===== config.mk =====
export PLATFORM = sky130hd
export DESIGN_NAME = sbox_share_ctrl
export DESIGN_NICKNAME = d
export VERILOG_FILES = /design/src/rtl/aes_pkg.sv /design/src/rtl/sbox_chunk_mux.sv /design/src/rtl/sbox_share_ctrl.sv
export SDC_FILE = /design/constraint.sdc
export NUM_CORES = 1
export LEC_CHECK = 0
export ABC_AREA = 1
export CORE_MARGIN = 1
export CORE_UTILIZATION = 45
export DETAILED_ROUTE_END_ITERATION = 7
export DONT_BUFFER_PORTS = 1
export GPL_TIMING_DRIVEN = 0
export MAX_ROUTING_LAYER = met4
export PLACE_DENSITY_LB_ADDON = 0.2
export SETUP_SLACK_MARGIN = 0.4
export SLEW_MARGIN = 0
export SYNTH_ARGS = -nofsm -noshare
export SYNTH_HDL_FRONTEND = slang
export SYNTH_SLANG_ARGS = --single-unit

===== constraint.sdc =====
create_clock -name clk -period 2.4 [get_ports clk]
set_clock_uncertainty 0.1 [all_clocks]
set_input_delay 0.12 -clock clk [delete_from_list [all_inputs] [get_ports clk]]
set_output_delay 0.12 -clock clk [all_outputs]
set_load 0.05 [all_outputs]

===== src/rtl/aes_pkg.sv =====
// aes_pkg: shared byte counts and enums for the S-box sharing controller
package aes_pkg;
  localparam int STATE_BYTES = 16;
  localparam int WORD_BYTES = 4;
  typedef enum logic [1:0] {IDLE, RUN_ST, RUN_KW, RESP} sbox_share_state_t;
  typedef enum logic {GRANT_ST, GRANT_KW} sbox_grant_t;
endpackage


===== src/rtl/sbox_chunk_mux.sv =====
// sbox_chunk_mux: picks the lane input bytes for a chunk and merges lane outputs back into the buffer image
module sbox_chunk_mux
  import aes_pkg::*;
#(
  parameter int NUM_SBOX = 4,
  parameter int CW = 2
) (
  input  logic [8*STATE_BYTES-1:0] buf_q,
  input  logic [CW-1:0]            chunk,
  input  logic [8*NUM_SBOX-1:0]    sb_out,
  output logic [8*NUM_SBOX-1:0]    lane_in,
  output logic [8*STATE_BYTES-1:0] merged
);
  // Lane j serves buffer byte chunk*NUM_SBOX+j; byte 0 is the most significant byte
  always_comb begin
    lane_in = '0;
    merged = buf_q;
    for (int j = 0; j < NUM_SBOX; j++) begin
      lane_in[8*j +: 8] = buf_q[8*(STATE_BYTES-1-(int'(chunk)*NUM_SBOX+j)) +: 8];
      merged[8*(STATE_BYTES-1-(int'(chunk)*NUM_SBOX+j)) +: 8] = sb_out[8*j +: 8];
    end
  end
endmodule


===== src/rtl/sbox_share_ctrl.sv =====
// sbox_share_ctrl: time-multiplexes NUM_SBOX shared S-box lanes between SubBytes and SubWord requesters; SBOX_SHARE_PERF_CNT_EN enables the busy_cycles counter
module sbox_share_ctrl
  import aes_pkg::*;
#(
  parameter int NUM_SBOX = 4
) (
  input  logic                  clk,
  input  logic                  rst_n,
  input  logic                  st_req_valid,
  output logic                  st_req_ready,
  input  logic [127:0]          st_req_data,
  output logic                  st_resp_valid,
  output logic [127:0]          st_resp_data,
  input  logic                  kw_req_valid,
  output logic                  kw_req_ready,
  input  logic [31:0]           kw_req_data,
  output logic                  kw_resp_valid,
  output logic [31:0]           kw_resp_data,
  output logic [8*NUM_SBOX-1:0] sb_in,
  input  logic [8*NUM_SBOX-1:0] sb_out,
  output logic [31:0]           busy_cycles
);
  localparam int ST_C = STATE_BYTES / NUM_SBOX;
  localparam int KW_C = WORD_BYTES / NUM_SBOX;
  localparam int CW = (ST_C > 1) ? $clog2(ST_C) : 1;
  if (NUM_SBOX != 1 && NUM_SBOX != 2 && NUM_SBOX != 4) begin : g_bad_num_sbox
    $error("sbox_share_ctrl: NUM_SBOX must be 1, 2 or 4");
  end
  sbox_share_state_t state;
  sbox_grant_t last_grant;
  logic rdy, run, last, take_st, take_kw;
  logic [CW-1:0] chunk;
  logic [127:0] buf_q, merged;
  logic [8*NUM_SBOX-1:0] lane_in;
  assign run = state == RUN_ST || state == RUN_KW;
  assign last = chunk == (state == RUN_ST ? CW'(ST_C - 1) : CW'(KW_C - 1));
  assign take_st = rdy && st_req_valid && (!kw_req_valid || last_grant == GRANT_KW);
  assign take_kw = rdy && kw_req_valid && !take_st;
  assign st_req_ready = rdy;
  assign kw_req_ready = rdy;
  assign sb_in = run ? lane_in : '0;
  sbox_chunk_mux #(.NUM_SBOX(NUM_SBOX), .CW(CW)) u_mux (
    .buf_q(buf_q),
    .chunk(chunk),
    .sb_out(sb_out),
    .lane_in(lane_in),
    .merged(merged)
  );
  // Accept one request per edge, run its chunks through the lanes, then pulse the matching response
  always_ff @(posedge clk or negedge rst_n) begin
    if (!rst_n) begin
      state <= IDLE;
      last_grant <= GRANT_KW;
      rdy <= 1'b0;
      chunk <= '0;
      buf_q <= '0;
      st_resp_valid <= 1'b0;
      kw_resp_valid <= 1'b0;
      st_resp_data <= '0;
      kw_resp_data <= '0;
    end else begin
      st_resp_valid <= 1'b0;
      kw_resp_valid <= 1'b0;
      if (take_st || take_kw) begin
        state <= take_st ? RUN_ST : RUN_KW;
        last_grant <= take_st ? GRANT_ST : GRANT_KW;
        buf_q <= take_st ? st_req_data : {kw_req_data, 96'h0};
        rdy <= 1'b0;
      end else if (run) begin
        buf_q <= merged;
        chunk <= last ? '0 : chunk + 1'b1;
        if (last) begin
          state <= RESP;
          rdy <= 1'b1;
          st_resp_valid <= state == RUN_ST;
          kw_resp_valid <= state == RUN_KW;
          if (state == RUN_ST) st_resp_data <= merged;
          else kw_resp_data <= merged[127:96];
        end
      end else begin
        state <= IDLE;
        rdy <= 1'b1;
      end
    end
  end
`ifdef SBOX_SHARE_PERF_CNT_EN
  // Count cycles spent driving the lanes, saturating at all-ones
  always_ff @(posedge clk or negedge rst_n) begin
    if (!rst_n) busy_cycles <= '0;
    else if (run && busy_cycles != '1) busy_cycles <= busy_cycles + 32'd1;
  end
`else
  assign busy_cycles = '0;
`endif
endmodule


-- Word-level counts from Yosys, hierarchy flattened
Index checks and enable logic that the tools add are counted.
- $add $sub $neg: 12
- multipliers: 0
- divide/modulo/power cells: 0
- order comparisons: 0
- equal/unequal tests: 4
- shifts and indexed selects: 12
- muxes and demuxes: 24
- bitwise operators: 2
- reductions and logical operators: 13
- operators by type and width (cell ; count):
    128-bit bitwise mux ; 4
    8-bit by 33-bit variable shift with 128-bit output, first input constant ; 4
    128-bit by 32-bit variable part select with 8-bit output ; 4
    8-bit by 33-bit variable part select with 128-bit output ; 4
    128-bit 2-to-1 mux ; 3
    32-bit negation with 33-bit output ; 4
    5-bit by 29-bit subtractor with 29-bit output, first input constant ; 3
    32-bit 2-to-1 mux ; 1
    2-bit 2-to-1 mux ; 6
    4-bit by 2-bit adder with 5-bit output, second input constant ; 2
    1-bit 2-to-1 mux ; 10
    4-bit AND reduction ; 2
    4-bit by 1-bit adder with 5-bit output, second input constant ; 1
    4-bit by 4-bit subtractor with 5-bit output, first input constant ; 1
    1-bit logical AND ; 4
    1-bit logical OR ; 3
    3-bit by 1-bit != test with 1-bit output, second input constant ; 1
    2-bit by 1-bit adder with 2-bit output, second input constant ; 1
    2-bit by 1-bit == test with 1-bit output, second input constant ; 1
    2-bit == test ; 1
    2-bit == test, second input constant ; 1
    1-bit zero test ; 2
    1-bit NOT ; 2
    2-bit AND reduction ; 1
    2-bit nonzero test ; 1
- register bits: 296
- latch bits: 0
- RAM bits: 0
- ROM bits: 0
- output and inout bits: 228
- logic and storage cells: 76
- memories kept: 0

-- Depth between registers and ports, before layout
Gate-level depths: netlist (run 1).
- word-level depth: 9
- mapped depth: 11
- gate-level depth less buffers: 9

-- Modules after synthesis
A second synthesis (run 1) with hierarchy kept.
- cell total of the unflattened synthesis: 2427
- area, all modules: 16857.4 µm²
- modules (own cells, without submodules) (module ; instances ; cells each ; area an instance (µm²) ; sequential area each (µm²)):
    sbox_share_ctrl ; 1 ; 1723 ; 13758.2 ; 7408.4
    sbox_chunk_mux ; 1 ; 704 ; 3099.2 ; 0.0

-- Worst setup path before layout (run 1)
OpenSTA, ideal clock, no wires.
- path type: flip-flop to flip-flop
- start: register chunk[0]
- end: register buf_q[39]
- library setup time: 77 ps
- data arrival time: 2246 ps
- required time: 2223 ps
- path slack: -23 ps
- cell stages (with the launch flop): 12
- buffers on the path: 3
- period minus slack after synthesis: 2423 ps
- cell sequence: dfrtp_1 inv_2 clkbuf_1 clkbuf_1 ha_1 buf_2 clkinv_1 nor2_1 nand2_1 nand2_1 nand2_1 a21oi_1
- longest elaborated chain between the ends: 9
- elaborated cells on any way between the ends: 25
- RTL lines (what ; line ; text):
    start: declaration ; sbox_share_ctrl.sv:32 ; logic [CW-1:0] chunk;
    start signal: assignment ; sbox_share_ctrl.sv:71 ; chunk <= last ? '0 : chunk + 1'b1;
    4-bit by 1-bit adder with 5-bit output or 4-bit by 4-bit subtractor with 5-bit output (tied branches) ; sbox_chunk_mux.sv:20 ; merged[8*(STATE_BYTES-1-(int'(chunk)*NUM_SBOX+j)) +: 8] = sb_out[8*j +: 8];
    5-bit by 29-bit subtractor with 29-bit output or 32-bit negation with 33-bit output (tied branches) ; sbox_chunk_mux.sv:20 ;
    32-bit negation with 33-bit output (tied with other cells) ; sbox_chunk_mux.sv:20 ;
    8-bit by 33-bit variable part select with 128-bit output (tied with other cells) ; sbox_chunk_mux.sv:20 ;
    128-bit bitwise mux (2 in series) ; sbox_chunk_mux.sv:20 ;
    128-bit bitwise mux * ; sbox_chunk_mux.sv:20 ;
    128-bit 2-to-1 mux * ; sbox_share_ctrl.sv:69 ; end else if (run) begin
    128-bit 2-to-1 mux * ; sbox_share_ctrl.sv:64 ; if (take_st || take_kw) begin
    end signal: assignment ; sbox_share_ctrl.sv:67 ; buf_q <= take_st ? st_req_data : {kw_req_data, 96'h0};
    end signal: assignment ; sbox_share_ctrl.sv:70 ; buf_q <= merged;
    end: declaration ; sbox_share_ctrl.sv:33 ; logic [127:0] buf_q, merged;
Every way passes the cells marked *; elsewhere a longest branch is shown, timed or not. The select of a mux whose other input is x is not followed.
A chain may end at the register's enable or synchronous reset.

-- Final worst setup path (run 1)
- start: register chunk[0]
- end: output port sb_in[23]
- longest elaborated chain between the ends: 4
- RTL lines (what ; line ; text):
    4-bit by 2-bit adder with 5-bit output ; sbox_chunk_mux.sv:19 ; lane_in[8*j +: 8] = buf_q[8*(STATE_BYTES-1-(int'(chunk)*NUM_SBOX+j)) +: 8];
    5-bit by 29-bit subtractor with 29-bit output ; sbox_chunk_mux.sv:19 ;
    128-bit by 32-bit variable part select with 8-bit output ; sbox_chunk_mux.sv:19 ;
    32-bit 2-to-1 mux ; sbox_share_ctrl.sv:41 ; assign sb_in = run ? lane_in : '0;
    end: declaration ; sbox_share_ctrl.sv:19 ; output logic [8*NUM_SBOX-1:0] sb_in,
No other way between the ends.

==> results of run 1 <==
-- final timing paths --
path / startpoint / endpoint / slack, ns / cells past startpoint
min in group clk: kw_req_valid / buf_q[9] / 0.05 / 6
hold reg to reg: buf_q[98] / buf_q[98] / 0.40 / 2
setup reg to reg: chunk[0] / buf_q[53] / 0.18 / 10
hold / removal: rst_n / st_resp_data[83] / -0.81 / 0
max in group asynchronous: rst_n / kw_req_ready / 2.43 / 0
setup / recovery: chunk[0] / sb_in[23] / 0.04 / 6
-- cell type report --
type | instances | area share (%)
flip-flops and latches | 296 | 31.8
well taps | 455 | 2.44
inverters | 180 | 3.09
clock buffers | 49 | 4.28
plain buffers | 192 | 7.50
repair buffers | 256 | 11.5
diodes | 9 | 0.0965
multi-input cells | 1694 | 38.9
clock inverters | 10 | 0.477
-- repair_timing --
| action | in CTS | in global routing |
|---|---|---|
| endpoints found under the hold margin | 577 | 296 |
| setup endpoints to repair | 328 | 323 |
| cloned | 12 | 1 |
| pin swaps | 73 | 39 |
| resized for setup | 585 | 192 |
| setup buffers | 41 | 6 |
-- power by group --
group / switching, mW / leakage [nW] / total (mW) / internal [mW]
Clock: 2.24 / 0.551 / 5.36 / 3.12
Combinational: 14.0 / 7.29 / 21.1 / 7.06
Sequential: 5.35 / 3.84 / 12.4 / 7.08
Total: 21.6 / 11.7 / 38.9 / 17.3
-- sequential cells by signal (all words and copies together), names as in the netlist --
name and count:
st_resp_data 128, last_grant 1, kw_resp_data 32, chunk 2, state 2, st_resp_valid 1, buf_q 128, kw_req_ready 1
kw_resp_valid 1
-- synthesized netlist by cell type, drive strengths merged --
cell type and n:
or2 1, o211ai 1, clkbuf 102, a21oi 163, conb 1, inv 179
dfrtp 295, dfstp 1, clkinv 1, o21ai 314, o21a 1, nor2 117
nand2 934, buf 90, o22ai 49, nor3b 1, nor3 1, ha 7
nand3 73
-- through the flow --
step	power [mW]	cell area [µm²]	util, %
after detailed placement	27.2	17000	48.7
after global routing	40.5	23300	66.9
after global placement	27.0	17000	48.7
after floorplan	22.1	16400	-
final	38.9	23300	66.9
after CTS	37.2	22800	65.2
-- cell families (layout without fill, tap and decap cells) --
| kind of cell | after synthesis | in the layout | synth area share, % |
|---|---|---|---|
| other | 1 | 41 | 0.0232 |
| flip-flops | 296 | 296 | 45.9 |
| adder cells (fa/ha/maj) | 7 | 7 | 0.543 |
| buffers and inverters | 372 | 687 | 9.83 |
| AND/OR/NAND/NOR | 1127 | 1127 | 26.9 |
| AO/OA/AOI/OAI | 528 | 528 | 16.8 |
-- metal layers --
| metal | vias up | GRT usage, % |
|---|---|---|
| met5 | - | - |
| met4 | 0 | 24.7 |
| met3 | 281 | 8.61 |
| met2 | 1086 | 64.4 |
| met1 | 8855 | 50.4 |
| li1 | 8019 | - |
==> out/qor.yml, run 1 <==
timing.final.crit_share_pct: 98.3
antenna_found_initial: 6
worstSkewPairLatency_ns: 0.53
outcome: "finished, violations left"
violations: "negative hold slack"
clockRootBuffer: "clkbuf_16"
p_leak_nw: 11.7
synth.largest_area_cell: "dfrtp_1"
wl_met1_mm: 28.6
synth.top_cell.area_share_pct: 45.8
ys_ff_latch: 296
place_congestion: 1.01
wl_per_cell_um: 23.9
hpwl_mm: 54.1
end_kind: "output pin"
critPathSlowestCell: "dfrtp_2"
hp-class: "in2async"
worstSetupStartpointType: "flop"
max_freq_mhz: 424
placed_cells: 2817
crit_type: "reg2out"
ctsHoldBuffers: 196
synthCells: 2331
vdd_drop_max_mv: 0.890
required_ns: 2.18
final_net_count: 2858
die_area_mm2: 0.0366
max-cap-violations: 0
final_cell_mix: "nand2_1, dfrtp_1, dlygate4sd3_1"
final_cells: 3141
h-tree-depth: 2
multi_input_comb_area_mm2: 0.00907
tightestPinTransition_ns: 0.654
finalSetupViolCount: 0
cp.arrival_ns: 2.14
syn_area_mm2: 0.0161
period_minus_slack_ns: 2.36
die_w_um: 191
netlist_top_cells_area: "dfrtp_1, nand2_1, o21ai_0"
hold_viol_final: 296
drt_iter0_markers: 1785
power.density_mw_per_mm2: 1670
placementRows: 68
path_cells: "inv_4, clkbuf_16, buf_8, a21oi_1, o21ai_1, a21oi_4"
wirelength_mm: 75.2
cts_buffers: 35
core_mm2: 0.0349
top_layer: "met4"
cts_tree: "yes"
cp_top_family: "compound AO/OA/AOI/OAI gates"
ys_types: 25
drtPass1Iterations: 6
drc: 0
cts_buffer_depth: 3
worstPathMaxFanout: 7
tns_ns: 0
ant_nets: 0
vias: 18200
met3_length_mm: 7.39
slew_viol_final: 0
clk_pin_slew_ns: 0.07
die_h_um: 191
avgSynthCellArea_um2: 6.92
met2_wirelength_mm: 34.4
grt_first_pass_wirelength_mm: 109
ios: 424
grt_pass1_vias: 18000
start_util_pct: 46.3
layout_commonest_cell: "nand2_1"
cts.sinks: 296
n_fill_cell: 2864
layout-drive-gt1-share_pct: 21.8
yosysWarningCount: 0
overflow: 0
grt_max_degree: 297
portBuffers: 0
critPathBufInv: 3
synthToLayoutAreaGrowth_pct: 44.7
ys_seq_area_share_pct: 45.9
dpl_worst_slack_ns: -0.892
grt_setup_unrepaired: "true"
track_usage_pct: 41.7
holdWs_ns: -0.810
viasPerCell: 5.81
final-seq-area_mm2: 0.00741
relSlewSlack_pct: 56.4
final.setup.worst_slack_ns: 0.0413
cp_slowest_stage_delay_ns: 0.45
Note: power is estimated with default switching activity, not from simulation.
==> run 2: changes to the inputs <==
- PLACE_DENSITY: default -> 0.59
- PLACE_DENSITY_LB_ADDON: 0.2 -> default
- SLEW_MARGIN: 0 -> default
==> run 2 against run 1 <==
Net effect: the flow finishes with violations (negative hold slack, negative setup slack); combinational power is 4% lower; largest cell class unchanged; sequential share of layout area is 0.66 points higher; sequential power hardly changed; total power is 2.1% lower; routed wire length is 0.68% lower; critical path depth stayed put; clock-buffer cell count is 4 higher; non-clock buffer count is 5 lower; design area is 2.0% lower; via count is 2.5% lower.
==> out/qor.yml, run 2 (synthesized netlist as in run 1, its figures left out) <==
outcome: "finished, violations left"
violations: "negative hold slack, negative setup slack"
grt_busiest_layer: "met2"
utilization_pct: 65.5  # -1.4 points
rr_startpoint: "chunk[0]"
end_kind: "output pin"
wirelength_mm: 74.7  # -0.68%
place_congestion: 1.01  # +0.69%
final.setup.worst_slack_ns: -0.000145  # -0.0414 ns
final_cell_mix: "nand2_1, dfrtp_1, o21ai_0, dlygate4sd3_1, inv_1"
vdd_drop_max_mv: 1.01  # +14%
placementRows: 68  # unchanged
die_h_um: 191  # unchanged
p_total_mw: 38.1  # -2.1%
ff2ff_setup_slack_ns: 0.10  # -0.08 ns
overflow: 0  # unchanged
gr-usage-met1_pct: 48.6  # -1.8 points
viasPerCell: 5.68  # -2.2%
intPower_mw: 16.8  # -2.7%
finalSetupViolCount: 1  # +1
cp.arrival_ns: 2.18  # +0.04 ns
final_net_count: 2853  # -0.17%
track_usage_pct: 41.4  # -0.30 points
cp_top_family: "compound AO/OA/AOI/OAI gates"
worstPathMaxFanout: 8  # +1
core_mm2: 0.0349  # unchanged
p_leak_nw: 11.5  # -1.4%
period_minus_slack_ns: 2.40  # +0.0414 ns
hp-class: "in2async"
worstSkewPairLatency_ns: 0.56  # +0.03 ns
start_util_pct: 46.3  # unchanged
grt_util_met2_pct: 65.8  # +1.5 points
ant_nets: 0  # unchanged
portBuffers: 0  # unchanged
cts_buffer_depth: 3  # unchanged
slew_viol_final: 0  # unchanged
vias: 17800  # -2.5%
required_ns: 2.18  # about the same
worst_r2r_path_depth: 10  # unchanged
grt_first_pass_wirelength_mm: 107  # -1.5%
cts.sinks: 296  # unchanged
p_comb_share_pct: 53.4  # -0.9 points
sw_frac_of_total_pct: 55.9  # +0.29 points
placed_area_mm2: 0.0170  # unchanged
max_freq_mhz: 417  # -1.7%
layout-drive-gt1-share_pct: 18.4  # -3.3 points
die_area_mm2: 0.0366  # unchanged
final-seq-area_mm2: 0.00741  # unchanged
cts_tree: "yes"
wl_per_cell_um: 23.8  # -0.45%
clockRootBuffer: "clkbuf_16"
h-tree-depth: 2  # unchanged
grt_pass1_vias: 17600  # -1.7%
critPathSlowestCell: "dfrtp_2"
antenna_found_initial: 5  # -1
n_fill_cell: 3049  # +6.5%
finalInstanceArea_mm2: 0.0229  # -2.0%
crit_type: "reg2out"
cp_slowest_stage_delay_ns: 0.47  # +0.02 ns
timing.final.crit_share_pct: 100  # +1.7 points
hold_viol_final: 296  # unchanged
multi_input_comb_area_mm2: 0.00882  # -2.8%
worstSetupStartpointType: "flop"
holdWs_ns: -0.839  # -0.0285 ns
seqPwrFrac_pct: 32.4  # +0.4 points
relSlewSlack_pct: 52.9  # -3.5 points
p_clk_share_pct: 14.3  # +0.5 points
cts_buffers: 35  # unchanged
grt_setup_unrepaired: "true"
use_met3_pct: 9.18  # +0.57 points
drtPass1Iterations: 6  # unchanged
critPathBufInv: 3  # unchanged
synthToLayoutAreaGrowth_pct: 41.7
tightestPinTransition_ns: 0.707  # +0.0525 ns
die_w_um: 191  # unchanged
drc: 0  # unchanged
ios: 424  # unchanged
path_cells: "buf_8, buf_8, clkbuf_16, a21oi_4, o21ai_2, a21oi_4"
hpwl_mm: 54.4  # +0.68%
ctsHoldBuffers: 197  # +0.51%
reg_top3: "buf_q x128, st_resp_data x128, kw_resp_data x32"
max-cap-violations: 0  # unchanged
clk_pin_slew_ns: 0.06  # about the same
power_switching_mw: 21.3  # -1.6%
drt_iter0_markers: 1371  # -23%
grt_max_degree: 297  # unchanged
power.density_mw_per_mm2: 1670  # about the same
layout_commonest_cell: "nand2_1"
r2r-end: "buf_q[60]"
## run 2: changes by cell type in the layout (fill, tap and decap cells not counted), sizes merged
cell,previous run,this run
buf,144,145
bufinv,2,1
clkbuf,157,154
clkinv,8,7
diode,9,6
dlygate4sd3,196,197
inv,180,179
## run 2: what timing repair did
item | 4_1_cts | 5_1_grt
gates cloned | 6 | 4
endpoints found under the setup margin | 328 | 326
resized for setup | 442 | 207
setup buffers | 22 | 22
pin swaps | 40 | 34
endpoints found under the hold margin | 582 | 296
## run 2: how the worst max path moves through the flow
stage	slack (ns)	from	cells past startpoint	to
after floorplan	0.28	chunk[0]	6	sb_in[15]
after global placement	-0.94	kw_req_ready	6	st_resp_data[33]
after detailed placement	-0.97	kw_req_ready	6	st_resp_data[32]
after CTS	0.06	chunk[0]	6	sb_in[22]
after global routing	-0.02	chunk[0]	6	sb_in[21]
final	-0.0001	chunk[0]	6	sb_in[22]
## run 2: worst reg2reg max path: cells and delay by family, from the launching register on
family	cells	cell delay [ns]
AOI/OAI and AO/OA	2	0.41
adders and majority gates	1	0.22
buffers and inverters	6	0.94
DFF	1	0.46
and+or+nand+nor	1	0.09
## run 2: layout make-up
class                   count  share of cell area (%)
well taps                 455                    2.49
clock inverters             7                   0.279
multi-input cells        1694                    38.6
diodes                      6                  0.0657
flip-flops and latches    296                    32.4
plain buffers             192                    7.37
clock buffers              53                    4.71
inverters                 180                    3.10
repair buffers            251                    11.0
## run 2: metal layers
layer | part of all wire [%] | vias to the layer above | routed length (µm)
li1 | - | 7998 | -
met5 | 0 | - | 0
met4 | 6.3 | 0 | 4720
met2 | 47 | 944 | 35300
met1 | 38 | 8589 | 28000
met3 | 9.0 | 262 | 6700
## run 2: through the flow
stage,setup TNS [ns],hold slack [ns],cells,setup WS [ns]
after detailed placement,-156.66,-0.268,2817,-0.967
after CTS,0,-0.847,3102,0.0570
final,-0.000145,-0.839,3134,-0.000145
after global routing,-0.0414,-0.855,3133,-0.0152
after global placement,-151.36,-0.269,2817,-0.942
after floorplan,0,-0.276,2362,0.276
## run 2: power groups by stage
| stage | Sequential [mW] | Combinational (mW) | Clock (mW) |
|---|---|---|---|
| finish | 12.3 | 20.3 | 5.44 |
| CTS | 12.2 | 18.6 | 5.45 |
| floorplan | 11.5 | 10.6 | 0 |
| global route | 12.5 | 21.6 | 5.67 |
| detailed placement | 12.3 | 15.1 | 0 |
| global placement | 12.2 | 14.9 | 0 |
